[src/rtl/virq_arbiter.sv]
// Fixed-priority vectored-interrupt arbiter: N requesters share one CPU virq/iack port.
// Latency: virq and virq_vector are registered 1 clock after a request is sampled in IDLE.
// Backpressure: one grant at a time; it is held until the CPU acks or the winner withdraws.
//
// Ports:
//   clk_sys, reset_n  - system clock, asynchronous active-low reset
//   bus_reset         - synchronous soft reset from the CPU RESET instruction
//   req[N]            - level interrupt requests, index 0 has the highest priority
//   vec_tab[N*VW]     - vector of requester i at [i*VW +: VW], quasi-static
//   irq_en            - CPU currently accepts interrupts
//   cpu_iack          - CPU acknowledge level, held until the vector is consumed
//   virq, virq_vector - registered request and vector presented to the CPU
//   ack[N]            - one-hot (or zero) acknowledge level back to the winner
//   busy              - arbiter is not IDLE
module virq_arbiter #(
  parameter int N  = 4,
  parameter int VW = 9
) (
  input  logic            clk_sys,
  input  logic            reset_n,
  input  logic            bus_reset,
  input  logic [N-1:0]    req,
  input  logic [N*VW-1:0] vec_tab,
  input  logic            irq_en,
  input  logic            cpu_iack,
  output logic            virq,
  output logic [VW-1:0]   virq_vector,
  output logic [N-1:0]    ack,
  output logic            busy
);

  localparam int WW = (N > 1) ? $clog2(N) : 1;
  localparam logic [N-1:0] ONE = {{(N-1){1'b0}}, 1'b1};

  typedef enum logic [1:0] {
    IDLE  = 2'd0,
    GRANT = 2'd1,
    ACK   = 2'd2
  } state_t;

  state_t          state_q;
  logic [WW-1:0]   winner_q;
  logic            virq_q;
  logic [VW-1:0]   vec_q;
  logic [N-1:0]    ack_q;
  logic            busy_q;

  // Priority encoder: lowest set index wins, so scan from the top down and
  // let the last (lowest) hit overwrite.
  logic [WW-1:0]   winner_d;
  logic [VW-1:0]   vec_d;
  logic            any_d;

  always_comb begin
    winner_d = '0;
    vec_d    = '0;
    any_d    = 1'b0;
    for (int i = N - 1; i >= 0; i--) begin
      if (req[i]) begin
        winner_d = WW'(i);
        vec_d    = vec_tab[i*VW +: VW];
        any_d    = 1'b1;
      end
    end
  end

  always_ff @(posedge clk_sys or negedge reset_n) begin
    if (!reset_n) begin
      state_q  <= IDLE;
      winner_q <= '0;
      virq_q   <= 1'b0;
      vec_q    <= '0;
      ack_q    <= '0;
      busy_q   <= 1'b0;
    end else if (bus_reset) begin
      state_q  <= IDLE;
      winner_q <= '0;
      virq_q   <= 1'b0;
      vec_q    <= '0;
      ack_q    <= '0;
      busy_q   <= 1'b0;
    end else begin
      case (state_q)
        IDLE: begin
          // cpu_iack is deliberately ignored here.
          if (irq_en && any_d) begin
            winner_q <= winner_d;
            vec_q    <= vec_d;
            virq_q   <= 1'b1;
            busy_q   <= 1'b1;
            state_q  <= GRANT;
          end
        end

        GRANT: begin
          // No preemption: winner and vector stay frozen. iack takes
          // precedence over a same-cycle withdrawal; irq_en is not looked at.
          if (cpu_iack) begin
            virq_q  <= 1'b0;
            ack_q   <= ONE << winner_q;
            state_q <= ACK;
          end else if (!req[winner_q]) begin
            virq_q  <= 1'b0;
            vec_q   <= '0;
            busy_q  <= 1'b0;
            state_q <= IDLE;
          end
        end

        ACK: begin
          if (!cpu_iack) begin
            ack_q   <= '0;
            vec_q   <= '0;
            busy_q  <= 1'b0;
            state_q <= IDLE;
          end
        end

        default: begin
          state_q  <= IDLE;
          winner_q <= '0;
          virq_q   <= 1'b0;
          vec_q    <= '0;
          ack_q    <= '0;
          busy_q   <= 1'b0;
        end
      endcase
    end
  end

  assign virq        = virq_q;
  assign virq_vector = vec_q;
  assign ack         = ack_q;
  assign busy        = busy_q;

endmodule

[config.mk]
export PLATFORM = sky130hd
export DESIGN_NAME = virq_arbiter
export DESIGN_NICKNAME = d
export VERILOG_FILES = /design/src/rtl/virq_arbiter.sv
export SDC_FILE = /design/constraint.sdc
export NUM_CORES = 1
export LEC_CHECK = 0
export ABC_AREA = 1
export BUFFER_PORTS_ARGS = -buffer_cell sky130_fd_sc_hd__buf_4
export CAP_MARGIN = 20
export CELL_PAD_IN_SITES_DETAIL_PLACEMENT = 1
export CELL_PAD_IN_SITES_GLOBAL_PLACEMENT = 1
export CORE_MARGIN = 2
export CORE_UTILIZATION = 29
export CTS_CLUSTER_DIAMETER = 100
export DETAILED_ROUTE_END_ITERATION = 8
export HOLD_SLACK_MARGIN = 0.1
export PLACE_DENSITY = 0.76
export SYNTH_ARGS = -nofsm -noshare
export SYNTH_HDL_FRONTEND = slang
export SYNTH_SLANG_ARGS = --single-unit
[constraint.sdc]
create_clock -name clk_sys -period 1.3 [get_ports clk_sys]
set_clock_uncertainty 0.1 [all_clocks]
set_input_delay 0 -clock clk_sys [delete_from_list [all_inputs] [get_ports clk_sys]]
set_output_delay 0 -clock clk_sys [all_outputs]
set_load 0.005 [all_outputs]
==> metrics.yaml <==
status:
  status: "complete, but fails checks"
  violations: "setup timing"
global_routing:
  grt_use_total_pct: 21.8
  met1_usage_pct: 23.1
  grt_pass1_vias: 1829
  gr-total-overflow: 0
  gr-max-usage-layer: "met2"
  grt_max_degree: 20
  antenna_found_initial: 0
  grt_pass1_wl_mm: 8.72
  grtUsageMet2_pct: 43.5
  grt_use_met3_pct: 4.97
synthesis:
  netlist_instances: 191
  ys_ff_latch: 19
  yosysSeqAreaShare_pct: 34.5
  synth.distinct_cells: 26
  syn-num-nets: 239
  synth_largest_area_cell: "dfrtp_1"
  ys_warn_count: 0
  synthTopCellsByArea: "dfrtp_1 35%, nand2_1 21%, o21ai_0 4.4%"
  yosysTopAreaCellShare_pct: 34.5
  syn-cell-area_sq_mm: 0.00138
  synth.avg_cell_area_sq_um: 7.21
routing:
  drt_first_pass_iters: 4
  wl_per_cell_um: 15.7
  vias: 1664
  vias_per_cell: 4.81
  initialDrtViolationCount: 69
  ant_nets: 0
  wirelength_mm: 5.42
  drc: 0
critical_path:
  max_stage_delay_ns: 0.40
  critical_path_required_ns: 1.36
  timing.rr.start: "state_q[0]$_DFFE_PN0P_"
  arrival_ns: 1.60
  cp_max_fo: 5
  path_class: "reg2reg"
  worstSetupEndpointType: "register"
  path_buf_inv: 2
  r2r_slack_ns: -0.24
  critPathCapture: "virq_vector[1]$_DFFE_PN0P_"
  rr_endpoint: "virq_vector[1]$_DFFE_PN0P_"
  path_depth: 8
  crit_start: "state_q[0]$_DFFE_PN0P_"
  cp-start-kind: "register"
  cp_top_family: "flip-flops"
  cp_cell_sequence: "inv_2, ha_2, nand3_4, inv_2, a21oi_4, nand3_4, nand2_2, nand2_1"
  critPathSlowestCell: "dfrtp_1"
  r2r_cells: 8
flow_run:
  max_cap_violations: 0
final_layout:
  mostFrequentLayoutCells: "72 x buf_4, 71 x nand2_1, 29 x dlygate4sd3_1, 18 x dfrtp_1"
  instances_no_fill: 346
  fin_area_sq_mm: 0.00238
  syn2layout_area_growth_pct: 72.8
  post-route-util_pct: 51.0
  fillers: 566
  final_net_count: 341
  diodes: 0
  final_common_cell: "buf_4"
  drive_above_1_share_pct: 40.1
power_and_ir_drop:
  p_leak_nw: 1.21
  total_power_mw: 2.63
  seq_power_share_pct: 32.3
  swShare_pct: 39.7
  clkPwrFrac_pct: 16.8
  intPower_mw: 1.59
  power.switching_mw: 1.05
  power_density_mw_per_mm2: 1110
  ir_worst_vdd_v: 0.000553
  p_comb_share_pct: 50.9
clocking:
  cts_tree: "done"
  cts_buffers: 3
  clockBufferDepth: 2
  clock_latency_ns: 0.27
  clock-sinks: 19
  ctsRootBufferMaster: "clkbuf_8"
  htree_num_levels: 1
  cts.clk_slew.worst_paths_ns: 0.08
timing:
  fin_hold_ws_ns: 0.0969
  relSlewSlack_pct: 81.1
  drv_slew: 0
  tns_ns: -3.20
  rsz0062_at_grt: "true"
  fmax_ghz: 0.649
  finalHoldViolCount: 0
  setup_ws_ns: -0.241
  layout_min_cycle_time_ns: 1.54
  tightest_slew_ns: 0.282
  setup_violations: 19
  fin_crit_sh_pct: 119
placement:
  dpl_worst_slack_ns: -0.232
  place_inst: 309
  hpwl_mm: 3.44
  dpl_cell_area_sq_mm: 0.00195
  port_buffers: 59
  gp_congestion: 0.758
floorplanning:
  die_h_um: 72.9
  initial_core_util_pct: 29.5
  placementRows: 25
  die_w_um: 72.9
  core_area_sq_mm: 0.00466
  io_pins: 60
  fp.dieArea_sq_mm: 0.00531
worst_hold_path:
  min_path_type: "in2reg"
## cells by family after synthesis
family	share of synthesized area, %
DFF	34.5
adders and majority gates	2.73
AOI/OAI and AO/OA	11.2
buffers and inverters	6.27
and+or+nand+nor	45.3
## power groups by stage
stage          logic (mW)  registers [mW]  clock network [mW]
6_report             1.34           0.850               0.443
5_1_grt              1.47           0.867               0.488
4_1_cts              1.29           0.844               0.458
3_5_place_dp         1.13           0.843                   0
3_3_place_gp         1.09           0.850                   0
2_1_floorplan       0.634           0.823                   0
## state kept, by name (all words and copies together) (netlist names)
signal / cells
virq_vector: 9
state_q: 2
busy: 1
ack: 4
virq: 1
winner_q: 2
## routing by layer
metal | routed length [um] | share of wire (%) | vias to the layer above
met5 | 0 | 0 | -
met2 | 3040 | 56 | 48
met4 | 41 | 0.76 | 0
li1 | - | - | 822
met1 | 2120 | 39 | 788
met3 | 226 | 4.2 | 6
## cell usage after synthesis (all sizes together)
library cell	instances
o21ai	17
nand3	8
nor3b	1
nand2	85
nor3	9
nor2	18
ha	3
buf	6
o211ai	1
inv	10
dfrtp	19
a21oi	10
nand4	4
## what timing repair did
item	in CTS	in global routing
buffers inserted	1	1
hold buffers	29	0
resized for setup	10	9
endpoints found under the hold margin	32	0
gates cloned	2	0
endpoints found under the setup margin	19	19
pin swaps	2	3
## cell type report
| type | instances | area (sq um) | area share [%] |
|---|---|---|---|
| Multi-Input combinational cell | 158 | 905 | 38.0 |
| Clock buffer | 3 | 41.3 | 1.74 |
| Tap cell | 54 | 67.6 | 2.84 |
| Clock inverter | 1 | 7.51 | 0.316 |
| Sequential cell | 19 | 477 | 20.0 |
| Inverter | 10 | 50.0 | 2.10 |
| Timing Repair Buffer | 101 | 831 | 34.9 |
## tightest hold or removal path: stages
cell and delay (ns):
buf_4 0.12, nand2_4 0.09, nand2_4 0.08, nand2_4 0.08, o21ai_1 0.05
## how the worst min path moves through the flow
stage | to | cells after the start | startpoint | slack, ns
floorplan | ack[0]$_DFFE_PN0P_ | 0 | reset_n | -0.40
detailed placement | ack[2]$_DFFE_PN0P_ | 1 | reset_n | -0.20
finish | winner_q[1]$_DFFE_PN0P_ | 5 | irq_en | 0.1
global route | winner_q[1]$_DFFE_PN0P_ | 5 | irq_en | 0.11
global placement | ack[2]$_DFFE_PN0P_ | 1 | reset_n | -0.21
CTS | virq$_DFFE_PN0P_ | 5 | irq_en | 0.11
(Power assumes the default switching activity.)
